--- src/rtl/mp_add_pkg.sv ---
// Shared types and helpers for the multi-precision add/subtract sequencer.
package mp_add_pkg;

    typedef enum logic [1:0] {
        IDLE = 2'd0,
        RUN  = 2'd1,
        DONE = 2'd2
    } mp_state_t;

    // Width of the slice index counter; never narrower than one bit so a
    // single-slice configuration still has a legal counter.
    function automatic int idx_width(input int words);
        return (words > 1) ? $clog2(words) : 1;
    endfunction

endpackage

--- src/rtl/pa.sv ---
// One N-bit ripple slice: y/c_out = a + b + c_in.
module pa #(
    parameter int N = 8
) (
    input  logic [N-1:0] a,
    input  logic [N-1:0] b,
    input  logic         c_in,
    output logic [N-1:0] y,
    output logic         c_out
);

    assign {c_out, y} = {1'b0, a} + {1'b0, b} + {{N{1'b0}}, c_in};

endmodule

--- src/rtl/mp_add_seq.sv ---
// Multi-precision add/subtract sequencer: walks one N-bit slice over WORDS
// cycles, chaining the carry through a register.
//
// state | meaning
// ------+---------------------------------------------------------------
// IDLE  | waiting for start; ready=1, slice inputs held at zero
// RUN   | slice idx active; one word of result written per clock
// DONE  | result, c_out and overflow valid; done pulses for one cycle
module mp_add_seq
    import mp_add_pkg::*;
#(
    parameter  int N     = 8,
    parameter  int WORDS = 4,
    localparam int W     = N * WORDS
) (
    input  logic         clk,
    input  logic         rst,
    input  logic         start,
    input  logic         sub,
    input  logic [W-1:0] a,
    input  logic [W-1:0] b,
    output logic         ready,
    output logic         done,
    output logic [W-1:0] result,
    output logic         c_out,
    output logic         overflow
);

    localparam int IW = idx_width(WORDS);
    localparam logic [W-1:0] SLICE_MASK = W'({N{1'b1}});

    mp_state_t state_q, state_d;

    logic [IW-1:0] idx_q;
    logic          carry_q;
    logic [W-1:0]  a_q;
    logic [W-1:0]  b_eff_q;
    logic [W-1:0]  result_q;
    logic          c_out_q;
    logic          ovf_q;

    logic [N-1:0]  slice_a;
    logic [N-1:0]  slice_b;
    logic          slice_cin;
    logic [N-1:0]  slice_y;
    logic          slice_cout;

    logic [31:0]   bit_ofs;
    logic          last_word;
    logic          accept;

    assign bit_ofs   = 32'(idx_q) * 32'(N);
    assign last_word = (idx_q == IW'(WORDS - 1));
    assign accept    = (state_q == IDLE) && start;

    pa #(.N(N)) pa_slice (
        .a     (slice_a),
        .b     (slice_b),
        .c_in  (slice_cin),
        .y     (slice_y),
        .c_out (slice_cout)
    );

    // State register.
    always_ff @(posedge clk or posedge rst) begin
        if (rst) begin
            state_q <= IDLE;
        end else begin
            state_q <= state_d;
        end
    end

    // Next state, handshake outputs and slice drive; slice inputs are zero outside RUN.
    always_comb begin
        state_d   = state_q;
        ready     = 1'b0;
        done      = 1'b0;
        slice_a   = '0;
        slice_b   = '0;
        slice_cin = 1'b0;
        case (state_q)
            IDLE: begin
                ready = 1'b1;
                if (start) begin
                    state_d = RUN;
                end
            end
            RUN: begin
                slice_a   = N'(a_q >> bit_ofs);
                slice_b   = N'(b_eff_q >> bit_ofs);
                slice_cin = carry_q;
                if (last_word) begin
                    state_d = DONE;
                end
            end
            DONE: begin
                done    = 1'b1;
                state_d = IDLE;
            end
            default: begin
                state_d = IDLE;
            end
        endcase
    end

    // Operand latch on accept, then one result word and carry per RUN cycle.
    always_ff @(posedge clk or posedge rst) begin
        if (rst) begin
            idx_q    <= '0;
            carry_q  <= 1'b0;
            a_q      <= '0;
            b_eff_q  <= '0;
            result_q <= '0;
            c_out_q  <= 1'b0;
            ovf_q    <= 1'b0;
        end else if (accept) begin
            // Subtraction is a + ~b + 1: invert B once here and seed the carry.
            a_q      <= a;
            b_eff_q  <= sub ? ~b : b;
            carry_q  <= sub;
            idx_q    <= '0;
            result_q <= '0;
        end else if (state_q == RUN) begin
            result_q <= (result_q & ~(SLICE_MASK << bit_ofs))
                      | (W'(slice_y) << bit_ofs);
            carry_q  <= slice_cout;
            idx_q    <= idx_q + IW'(1);
            if (last_word) begin
                c_out_q <= slice_cout;
                ovf_q   <= (a_q[W-1] == b_eff_q[W-1]) && (slice_y[N-1] != a_q[W-1]);
            end
        end
    end

    assign result   = result_q;
    assign c_out    = c_out_q;
    assign overflow = ovf_q;

endmodule

--- config.mk ---
export PLATFORM = sky130hd
export DESIGN_NAME = mp_add_seq
export DESIGN_NICKNAME = d
export VERILOG_FILES = /design/src/rtl/mp_add_pkg.sv /design/src/rtl/pa.sv /design/src/rtl/mp_add_seq.sv
export SDC_FILE = /design/constraint.sdc
export NUM_CORES = 1
export LEC_CHECK = 0
export ABC_AREA = 1
export CAP_MARGIN = 10
export CORE_MARGIN = 1.5
export CORE_UTILIZATION = 40
export DETAILED_ROUTE_END_ITERATION = 6
export GPL_TIMING_DRIVEN = 0
export PLACE_DENSITY = 0.68
export SLEW_MARGIN = 40
export SYNTH_ARGS = -nofsm -noshare
export SYNTH_HDL_FRONTEND = slang
export SYNTH_SLANG_ARGS = --single-unit
--- constraint.sdc ---
create_clock -name clk -period 3.2 [get_ports clk]
set_input_delay 0.48 -clock clk [delete_from_list [all_inputs] [get_ports clk]]
set_output_delay 0.48 -clock clk [all_outputs]
set_load 0.03 [all_outputs]
---- After elaboration in Yosys (flattened, before gate mapping) ----
Index checks and enable logic that the tools add are counted.
cells by class
  muxes and demuxes ....................... 15
  bitwise operators ....................... 5
  add/subtract/negate cells ............... 3
  eq/ne operators ......................... 7
  reduce and logical (&&, ||, !) cells .... 6
  shifts and indexed selects .............. 4
operators with widths
  kind                                                                    count
  32-bit two-way mux                                                      3
  32-bit inverter                                                         2
  32-bit by 5-bit >> shifter with 8-bit output                            2
  32-bit bitwise AND                                                      1
  32-bit bitwise OR                                                       1
  8-bit by 5-bit << shifter with 32-bit output                            1
  8-bit by 5-bit << shifter with 32-bit output (first input constant)     1
  8-bit two-way mux                                                       2
  8-bit by 8-bit adder with 9-bit output                                  1
  9-bit by 1-bit adder with 9-bit output                                  1
  2-bit two-way mux                                                       4
  1-bit two-way mux                                                       5
  2-bit equality test (second input constant)                             2
  2-bit != test (second input constant)                                   2
  2-bit case mux with 2 select lines                                      1
  3-bit AND reduction                                                     1
  2-bit by 1-bit adder with 2-bit output (second input constant)          1
  2-bit by 1-bit equality test with 1-bit output (second input constant)  1
  1-bit logical AND                                                       2
  2-bit logical NOT                                                       1
  2-bit AND reduction                                                     1
  2-bit nonzero test                                                      1
  1-bit equality test                                                     1
  1-bit != test                                                           1
  1-bit inverter                                                          1
word-level totals
  input port bits ......................... 68
  logic and storage cells ................. 48
  output and inout bits ................... 36
  register bits ........................... 103

---- Depth between registers and ports, before layout ----
Gate-level depths: netlist of the first run.
  depth after elaboration ................. 8
  mapped depth ............................ 18
  mapped depth without buffers ............ 16

---- Modules after synthesis ----
Synthesis of the first run repeated with hierarchy kept, for this count alone.
unflattened totals
  cells, all modules ...................... 716
  area total of the unflattened synthesis .. 5536.6 sq um
modules (own cells, without submodules)
  module      times used  cells an instance  area each (sq um)  seq. area each (sq um)
  mp_add_seq  1           657                5190.0             2577.5
  pa          1           59                 346.6              0.0

---- Worst setup path before layout of the first run ----
OpenSTA, ideal clock, no wires.
  kind .................................... reg2reg
  start ................................... register idx_q[1]
  end ..................................... register result_q[14], in the netlist result[14]
  clock period less this slack ............ 2.501 ns
  stages on the path, launching flop included .. 19
  arrival ................................. 2.384 ns
  library setup time ...................... 0.117 ns
  buffers on the path ..................... 2
  slack ................................... 0.699 ns
  path through ............................ dfrtp_1 buf_2 inv_2 buf_2 o21ai_0 o22ai_1 nand2_1 fa_1 inv_1 fa_1 nand2_1 nand2_1 nand3b_1 nand2_1 nand2_1 nand4_1 nand2_1 nand2_1 nand2_1
on the way
  word-level cells in the longest chain between the ends .. 8
  elaborated cells between the ends (all ways) .. 13
  classes of those cells .................. add/sub (2); shift (4); mux (4); bitwise (3)
ends and longest elaborated chain
  item                                                                    line                                RTL
  from (decl)                                                             mp_add_seq.sv:34                    logic [IW-1:0] idx_q;
  from (signal assigned)                                                  mp_add_seq.sv:127                   idx_q <= idx_q + IW'(1);
  32-bit by 5-bit >> shifter with 8-bit output, on equally long branches  mp_add_seq.sv:89, mp_add_seq.sv:90
  8-bit two-way mux                                                       mp_add_seq.sv:81                    case (state_q)
  8-bit by 8-bit adder with 9-bit output                                  pa.sv:12                            assign {c_out, y} = {1'b0, a} + {1'b0, b} + {{N{1'b0}}, c_in};
  9-bit by 1-bit adder with 9-bit output                                  pa.sv:12
  8-bit by 5-bit << shifter with 32-bit output                            mp_add_seq.sv:125                   | (W'(slice_y) << bit_ofs);
  32-bit bitwise OR (*)                                                   mp_add_seq.sv:125
  32-bit two-way mux (*)                                                  mp_add_seq.sv:123                   end else if (state_q == RUN) begin
  32-bit two-way mux (*)                                                  mp_add_seq.sv:116                   end else if (accept) begin
  to (signal assigned)                                                    mp_add_seq.sv:124                   result_q <= (result_q & ~(SLICE_MASK << bit_ofs))
  to (decl)                                                               mp_add_seq.sv:38                    logic [W-1:0] result_q;
Mark *: on every way between the ends. The rest lies on a longest branch, timed or not. The select of a mux whose other input is x is not followed.
A chain may end at the register's enable or synchronous reset.

---- Worst setup path after layout of the first run ----
  start ................................... register idx_q[1]
  end ..................................... register carry_q
on the way
  word-level cells in the longest chain between the ends .. 6
  elaborated cells between the ends (all ways) .. 8
  classes of those cells .................. add/sub (2); shift (2); mux (4)
ends and longest elaborated chain
  item                                                                    line                                RTL
  32-bit by 5-bit >> shifter with 8-bit output, on equally long branches  mp_add_seq.sv:89, mp_add_seq.sv:90
  8-bit two-way mux                                                       mp_add_seq.sv:81
  8-bit by 8-bit adder with 9-bit output (*)                              pa.sv:12
  9-bit by 1-bit adder with 9-bit output (*)                              pa.sv:12
  1-bit two-way mux (*)                                                   mp_add_seq.sv:123
  1-bit two-way mux (*)                                                   mp_add_seq.sv:116
  to (signal assigned)                                                    mp_add_seq.sv:120                   carry_q <= sub;
  to (signal assigned)                                                    mp_add_seq.sv:126                   carry_q <= slice_cout;
  to (decl)                                                               mp_add_seq.sv:35                    logic carry_q;
Marked as above.

==> results of run 1 <==
-- critical path: stages (launching register included) --
cell,delay (ns)
dfrtp_1,0.41
buf_2,0.21
inv_4,0.14
buf_4,0.20
o21ai_0,0.10
o22ai_1,0.16
nand2_1,0.11
fa_1,0.44
inv_1,0.10
fa_1,0.20
nand2_1,0.06
nand2_1,0.10
nand3b_1,0.11
nand2_1,0.07
nand2_1,0.13
nand2_1,0.11
a21oi_1,0.08
o21bai_1,0.14
-- per-stage QoR --
| step | utilization | worst slack (ns) | hold WS [ns] | TNS, ns | total power, W |
|---|---|---|---|---|---|
| floorplan | - | 0.0162 | 0.444 | 0 | 0.00469 |
| global placement | 0.511 | -1.28 | 0.458 | -131.26 | 0.00579 |
| detailed placement | 0.513 | 0.00884 | 0.463 | 0 | 0.00590 |
| CTS | 0.536 | 0.0295 | 0.482 | 0 | 0.00695 |
| global route | 0.537 | 0.00786 | 0.511 | 0 | 0.00754 |
| finish | 0.537 | 0.242 | 0.477 | 0 | 0.00699 |
-- cells by family after synthesis --
logic type               share of synthesized area
AND/OR/NAND/NOR                              0.237
flip-flops                                   0.490
AO/OA/AOI/OAI                                0.124
XOR/XNOR                                    0.0583
adder cells (fa/ha/maj)                     0.0338
buffers and inverters                       0.0578
-- final timing paths --
| path | start | endpoint | depth (start not counted) |
|---|---|---|---|
| setup reg to reg | idx_q[1] | carry_q | 17 |
| hold reg to reg | a_q[28] | a_q[28] | 2 |
| hold / removal | a_q[28] | a_q[28] | 2 |
| setup / recovery | idx_q[1] | carry_q | 17 |
| min in group asynchronous | rst | result[2] | 2 |
| max in group asynchronous | rst | a_q[29] | 3 |
-- timing repair --
item	CTS	global route
endpoints found under the setup margin	1	15
resized for setup	1	10
pin swaps	0	0
-- synth_stat cells --
library cell | n | area, um2
o21ai_1 | 13 | 65.1
inv_1 | 25 | 93.8
inv_2 | 4 | 15.0
nor2_4 | 4 | 45.0
nand3b_1 | 2 | 15.0
fa_1 | 2 | 40.0
nand4_1 | 4 | 25.0
xnor2_1 | 33 | 289
nor2_1 | 63 | 236
ha_1 | 11 | 138
buf_2 | 22 | 110
dfrtp_1 | 103 | 2580
buf_6 | 3 | 33.8
clkbuf_1 | 9 | 33.8
nand2_8 | 1 | 20.0
buf_4 | 1 | 7.51
a21oi_1 | 18 | 90.1
xor2_1 | 2 | 17.5
buf_1 | 1 | 3.75
o21bai_1 | 1 | 7.51
nor2_2 | 1 | 6.26
o21ai_0 | 75 | 375
o22ai_1 | 10 | 62.6
a22o_1 | 2 | 17.5
or2_1 | 1 | 6.26
nand3_1 | 25 | 125
o21ai_4 | 2 | 32.5
nand2_1 | 204 | 766
inv_4 | 1 | 6.26
-- registers in the layout, summed over array words and instances, names as in the netlist --
name and flops:
c_out 1, idx_q 2, a_q 32, overflow 1, state_q 2, b_eff_q 32, result 32, carry_q 1
-- layout by cell type (no fill, tap or decap), types with 3 or more instances in the layout --
cell	count
buf_2	20
clkbuf_16	9
inv_6	3
xnor2_1	32
nor2_4	4
nand2_1	204
clkbuf_1	7
nand3_1	25
a21oi_1	18
o22ai_1	10
nor2_1	63
dfrtp_1	103
inv_2	3
buf_6	3
o21ai_0	75
inv_1	24
nand4_1	4
o21ai_1	13
ha_1	11
clkdlybuf4s50_1	102
-- area by class of cell --
cell class | count | area [um2]
timing repair buffer | 103 | 1050
sequential | 103 | 2580
clock buffer | 9 | 225
inverter | 30 | 125
clock inverter | 7 | 55.1
buffer | 36 | 200
tap | 172 | 215
multi-input combinational | 474 | 2390
fill | 1249 | 5890
-- per-layer routing --
layer  track usage  vias up
met4        0.0671        0
met3        0.0257       24
li1              -     2299
met1         0.275     2158
met5             0        -
met2         0.342      156
-- power by group through the flow --
stage	clock, W	combinational (W)	sequential [W]
3_5_place_dp	0	0.00370	0.00220
5_1_grt	0.00110	0.00420	0.00224
3_3_place_gp	0	0.00362	0.00218
6_report	0.00104	0.00377	0.00218
4_1_cts	0.00105	0.00372	0.00218
2_1_floorplan	0	0.00240	0.00229
==> insert_results.sql, run 1 <==
INSERT INTO impl_metrics (metric_group, metric, value, unit) VALUES
('route', 'dr_total_vias', '4637', ''),
('floorplanning', 'design.portCount', '104', ''),
('finish', 'post_route_cells_drive_above_1_share', '0.0801', ''),
('timing', 'period_needed', '2.96', 'ns'),
('power_and_ir_drop', 'power.share.clock', '0.148', ''),
('floorplanning', 'start_util', '0.414', ''),
('synthesis', 'synthesis.area_per_instance', '8.18', 'um2'),
('floorplanning', 'std_cell_rows', '41', ''),
('route', 'final_antenna_net_count', '0', ''),
('route', 'wl_met1', '6.21', 'mm'),
('setup_path', 'setup.worst_path.start_class', 'register', ''),
('route', 'met2WireLength', '6.56', 'mm'),
('hold_path', 'timing.hold.worst.class', 'reg -> reg', ''),
('clocking', 'h-tree-depth', '3', ''),
('clocking', 'cts_root_buf', 'clkbuf_16', ''),
('global_route', 'first_global_vias', '4573', ''),
('synthesis', 'mappedNetlistArea', '5260', 'um2'),
('clocking', 'tritoncts', 'done', ''),
('global_route', 'global_route_wire_length_before_repair', '22.5', 'mm'),
('global_route', 'grt-ovfl-total', '0', ''),
('timing', 'max_freq', '338', 'MHz'),
('finish', 'growth_of_design_area_from_synthesis_to_finish', '29.9', '%'),
('place', 'port_buffers', '102', ''),
('finish', 'layout.cells.non_filler', '934', ''),
('setup_path', 'worst_ep_required_time', '3.47', 'ns'),
('floorplanning', 'core-area', '12700', 'um2'),
('route', 'routed_wl', '13.7', 'mm'),
('power_and_ir_drop', 'netSwitchingPower', '0.00325', 'W'),
('timing', 'finClkSkew', '0.0103', 'ns'),
('floorplanning', 'die_width', '118', 'um'),
('floorplanning', 'design.die.area', '13800', 'um2'),
('route', 'initialDrtViolationCount', '335', ''),
('finish', 'final_stage_net_count', '838', ''),
('route', 'drt_pass1_iterations', '7', ''),
('setup_path', 'cp_data_arrival_time', '3.23', 'ns'),
('run', 'cap_viol_max_count', '0', ''),
('power_and_ir_drop', 'combPwrFrac', '0.540', ''),
('route', 'met3WireLength', '697', 'um'),
('route', 'post_drt_wl_per_cell', '14.7', 'um'),
('clocking', 'numClockSinks', '103', ''),
('clocking', 'path_clk_slew', '0.08', 'ns'),
('power_and_ir_drop', 'cellLeakagePower', '3.21', 'nW'),
('synthesis', 'mapped_nets', '724', ''),
('power_and_ir_drop', 'power.internal', '0.00374', 'W'),
('outcome', 'status', 'finished clean', ''),
('synthesis', 'ys_ff_latch', '103', ''),
('clocking', 'cts_hold_buffers', '0', ''),
('timing', 'post-route-period-util', '0.924', ''),
('power_and_ir_drop', 'ir_drop', '437', 'uV'),
('timing', 'timing.slew.headroom', '0.656', ''),
('route', 'drc', '0', ''),
('power_and_ir_drop', 'p_seq_frac', '0.312', ''),
('clocking', 'max-clock-path-buffers', '2', ''),
('timing', 'timing_worst_slew_pin_value', '0.516', 'ns'),
('timing', 'final-max-slew-violation-count', '0', ''),
('route', 'dr.max_layer_used', 'met4', ''),
('clocking', 'clkLatencyLatePin', '0.35', 'ns'),
('global_route', 'antenna_violations_before_repair', '0', ''),
('place', 'placed_cells', '918', ''),
('place', 'placedInstanceArea', '6530', 'um2'),
('synthesis', 'synth_seq_area_share', '0.490', ''),
('finish', 'postLayoutCellArea', '6830', 'um2'),
('route', 'detail_route.vias_per_cell', '4.96', ''),
('setup_path', 'worstPathMaxFanout', '11', ''),
('timing', 'rsz0062_at_grt', 'no', ''),
('finish', 'num_antenna_cells', '0', ''),
('clocking', 'cts_post_setup_buffers_inserted', '0', ''),
('global_route', 'grt_start_max_net_pins', '57', ''),
('synthesis', 'synth-warning-count', '0', ''),
('timing', 'report.final.hold_viol_count', '0', ''),
('power_and_ir_drop', 'power.density', '1020', 'nW/um2'),
('clocking', 'cts_buffers', '9', ''),
('global_route', 'track_usage', '0.204', ''),
('setup_path', 'critical_path.endpoint_type', 'register', ''),
('synthesis', 'yosysUniqueCellTypes', '29', ''),
('timing', 'final-setup-viol-count', '0', ''),
('setup_path', 'critPathKind', 'reg -> reg', ''),
('setup_path', 'regToRegSetupSlack', '0.24', 'ns'),
('place', 'detailedPlacementHpwl', '10.6', 'mm'),
('synthesis', 'mapped_cells', '643', ''),
('floorplanning', 'fp.dieH', '118', 'um'),
('place', 'place_congestion', '0.901', ''),
('power_and_ir_drop', 'p_sw_frac', '0.465', '');
No activity file was read; power rests on OpenSTA's default activity.
==> run 2: changes to the inputs <==
Settings changed: PLACE_DENSITY 0.68 to 0.69.
Clock period 3.2 ns to 3.7 ns, I/O delays scaled along.
==> run 2 against run 1 <==
  * Combinational power shrank 14%
  * Power is 12% lower
  * Register-to-register slack gained 0.24 ns
  * Setup slack improved by 0.24 ns
  * Clock power hardly changed
  * Sequential power shrank 14%
  * Utilization up 0.21 points
  * Via count rose by 1.3%
  * Fmax fell by 7.9%
  * Largest power group unchanged
==> insert_results.sql, run 2 (synthesis gave the netlist of run 1 again) <==
INSERT INTO impl_metrics (metric_group, metric, value, unit) VALUES
('route', 'dr_total_vias', '4696', ''),
('timing', 'min_setup_slack_post_route', '0.487', 'ns'),
('place', 'place_worst_setup_slack', '0.532', 'ns'),
('place', 'placedInstanceArea', '6530', 'um2'),
('setup_path', 'critPathKind', 'reg -> reg', ''),
('global_route', 'antenna_violations_before_repair', '0', ''),
('clocking', 'cts_buffers', '9', ''),
('timing', 'final-max-slew-violation-count', '0', ''),
('setup_path', 'worst_ep_required_time', '3.97', 'ns'),
('route', 'initialDrtViolationCount', '332', ''),
('global_route', 'grt_start_max_net_pins', '58', ''),
('clocking', 'cts_post_setup_buffers_inserted', '0', ''),
('global_route', 'grt-ovfl-total', '0', ''),
('route', 'post_drt_wl_per_cell', '14.7', 'um'),
('global_route', 'first_global_vias', '4731', ''),
('floorplanning', 'fp.dieH', '118', 'um'),
('timing', 'timing_worst_slew_pin_value', '0.505', 'ns'),
('route', 'drt_pass1_iterations', '7', ''),
('run', 'cap_viol_max_count', '0', ''),
('timing', 'report.final.hold_viol_count', '0', ''),
('timing', 'final-setup-viol-count', '0', ''),
('floorplanning', 'design.die.area', '13800', 'um2'),
('floorplanning', 'start_util', '0.414', ''),
('power_and_ir_drop', 'cellLeakagePower', '3.21', 'nW'),
('finish', 'postLayoutCellArea', '6860', 'um2'),
('setup_path', 'cp_data_arrival_time', '3.48', 'ns'),
('floorplanning', 'design.portCount', '104', ''),
('timing', 'max_freq', '311', 'MHz'),
('place', 'place_congestion', '0.915', ''),
('setup_path', 'critical_path.endpoint_type', 'register', ''),
('timing', 'period_needed', '3.21', 'ns'),
('finish', 'growth_of_design_area_from_synthesis_to_finish', '30.4', '%'),
('finish', 'post_route_cells_drive_above_1_share', '0.0710', ''),
('finish', 'num_antenna_cells', '0', ''),
('finish', 'final_stage_net_count', '838', ''),
('clocking', 'max-clock-path-buffers', '2', ''),
('clocking', 'cts_root_buf', 'clkbuf_16', ''),
('timing', 'finClkSkew', '0.00496', 'ns'),
('clocking', 'numClockSinks', '103', ''),
('route', 'detail_route.vias_per_cell', '5.03', ''),
('floorplanning', 'core-area', '12700', 'um2'),
('route', 'routed_wl', '13.7', 'mm'),
('place', 'port_buffers', '102', ''),
('timing', 'timing.slew.headroom', '0.663', ''),
('timing', 'post-route-period-util', '0.868', ''),
('timing', 'setup_tns', '0', 'ns'),
('hold_path', 'timing.hold.worst.class', 'reg -> reg', ''),
('global_route', 'global_route_wire_length_before_repair', '22.8', 'mm'),
('place', 'detailedPlacementHpwl', '10.6', 'mm'),
('timing', 'worst_hold_slack', '0.476', 'ns'),
('setup_path', 'setup.worst_path.start_class', 'register', ''),
('floorplanning', 'std_cell_rows', '41', ''),
('global_route', 'track_usage', '0.207', ''),
('power_and_ir_drop', 'ir_drop', '333', 'uV'),
('clocking', 'postCtsResizedCells', '0', ''),
('outcome', 'status', 'finished clean', ''),
('power_and_ir_drop', 'power.density', '897', 'nW/um2'),
('clocking', 'clkLatencyLatePin', '0.35', 'ns'),
('route', 'final_antenna_net_count', '0', ''),
('finish', 'most-common-layout-cells', 'nand2_1, dfrtp_1, clkdlybuf4s50_1', ''),
('finish', 'layout.cells.most_common', 'nand2_1', ''),
('place', 'placed_cells', '918', ''),
('clocking', 'h-tree-depth', '3', ''),
('setup_path', 'worstPathMaxFanout', '10', ''),
('finish', 'fillerInstances', '1208', ''),
('clocking', 'tritoncts', 'done', ''),
('timing', 'rsz0062_at_grt', 'no', ''),
('clocking', 'path_clk_slew', '0.07', 'ns'),
('finish', 'layout.cells.non_filler', '933', ''),
('route', 'drc', '0', ''),
('floorplanning', 'die_width', '118', 'um'),
('clocking', 'cts_hold_buffers', '0', '');
-- run 2: cell types whose count changed in the layout (fill, tap and decap cells not counted), moves of 2 or more --
cell / change
buf_2: +2
clkinvlp_4: -2
clkbuf_4: -2
clkbuf_1: +4
clkbuf_2: -2
inv_6: -3
bufinv_16: +3
-- run 2: through the flow --
step	utilization	power [W]
floorplan	-	0.00406
global placement	0.511	0.00501
detailed placement	0.513	0.00509
CTS	0.539	0.00616
global route	0.539	0.00664
finish	0.539	0.00616
-- run 2: worst max-delay path: stages, from the launching register on --
cell and delay [ns]:
dfrtp_1 0.39, buf_2 0.24, buf_1 0.40, o21ai_0 0.18
o22ai_1 0.24, nand2_1 0.11, fa_1 0.42, inv_1 0.09
fa_1 0.21, nand2_1 0.06, nand2_1 0.10, nand2_1 0.07
xnor2_1 0.35, nand2_1 0.15, o22ai_1 0.13
-- run 2: report_power, final --
part | total, W | switching (W) | internal [W]
clock | 0.00104 | 0.000387 | 0.000656
sequential | 0.00188 | 0.000291 | 0.00159
combinational | 0.00323 | 0.00208 | 0.00115
total | 0.00616 | 0.00276 | 0.00340
-- run 2: layout make-up --
type / count / area [um2] / area share
repair buffers: 103 / 1050 / 0.153
plain buffers: 36 / 189 / 0.0275
clock inverters: 4 / 95.1 / 0.0139
clock buffers: 11 / 233 / 0.0339
inverters: 30 / 123 / 0.0179
multi-input cells: 474 / 2380 / 0.347
well taps: 172 / 215 / 0.0314
flip-flops and latches: 103 / 2580 / 0.376
-- run 2: path summary, 6_finish.rpt --
check / depth (start not counted) / slack [ns] / from / endpoint
hold / removal: 2 / 0.48 / a_q[12] / a_q[12]
min in group asynchronous: 2 / 0.60 / rst / result[26]
max in group asynchronous: 3 / 2.52 / rst / a_q[14]
setup / recovery: 14 / 0.49 / idx_q[1] / result[12]
hold reg to reg: 2 / 0.48 / a_q[12] / a_q[12]
setup reg to reg: 14 / 0.49 / idx_q[1] / result[12]
-- run 2: layer usage --
| layer | global-route usage | part of all wire |
|---|---|---|
| met1 | 0.267 | 0.44 |
| met2 | 0.346 | 0.47 |
| met3 | 0.0373 | 0.060 |
| met4 | 0.0831 | 0.024 |
| met5 | 0 | 0 |
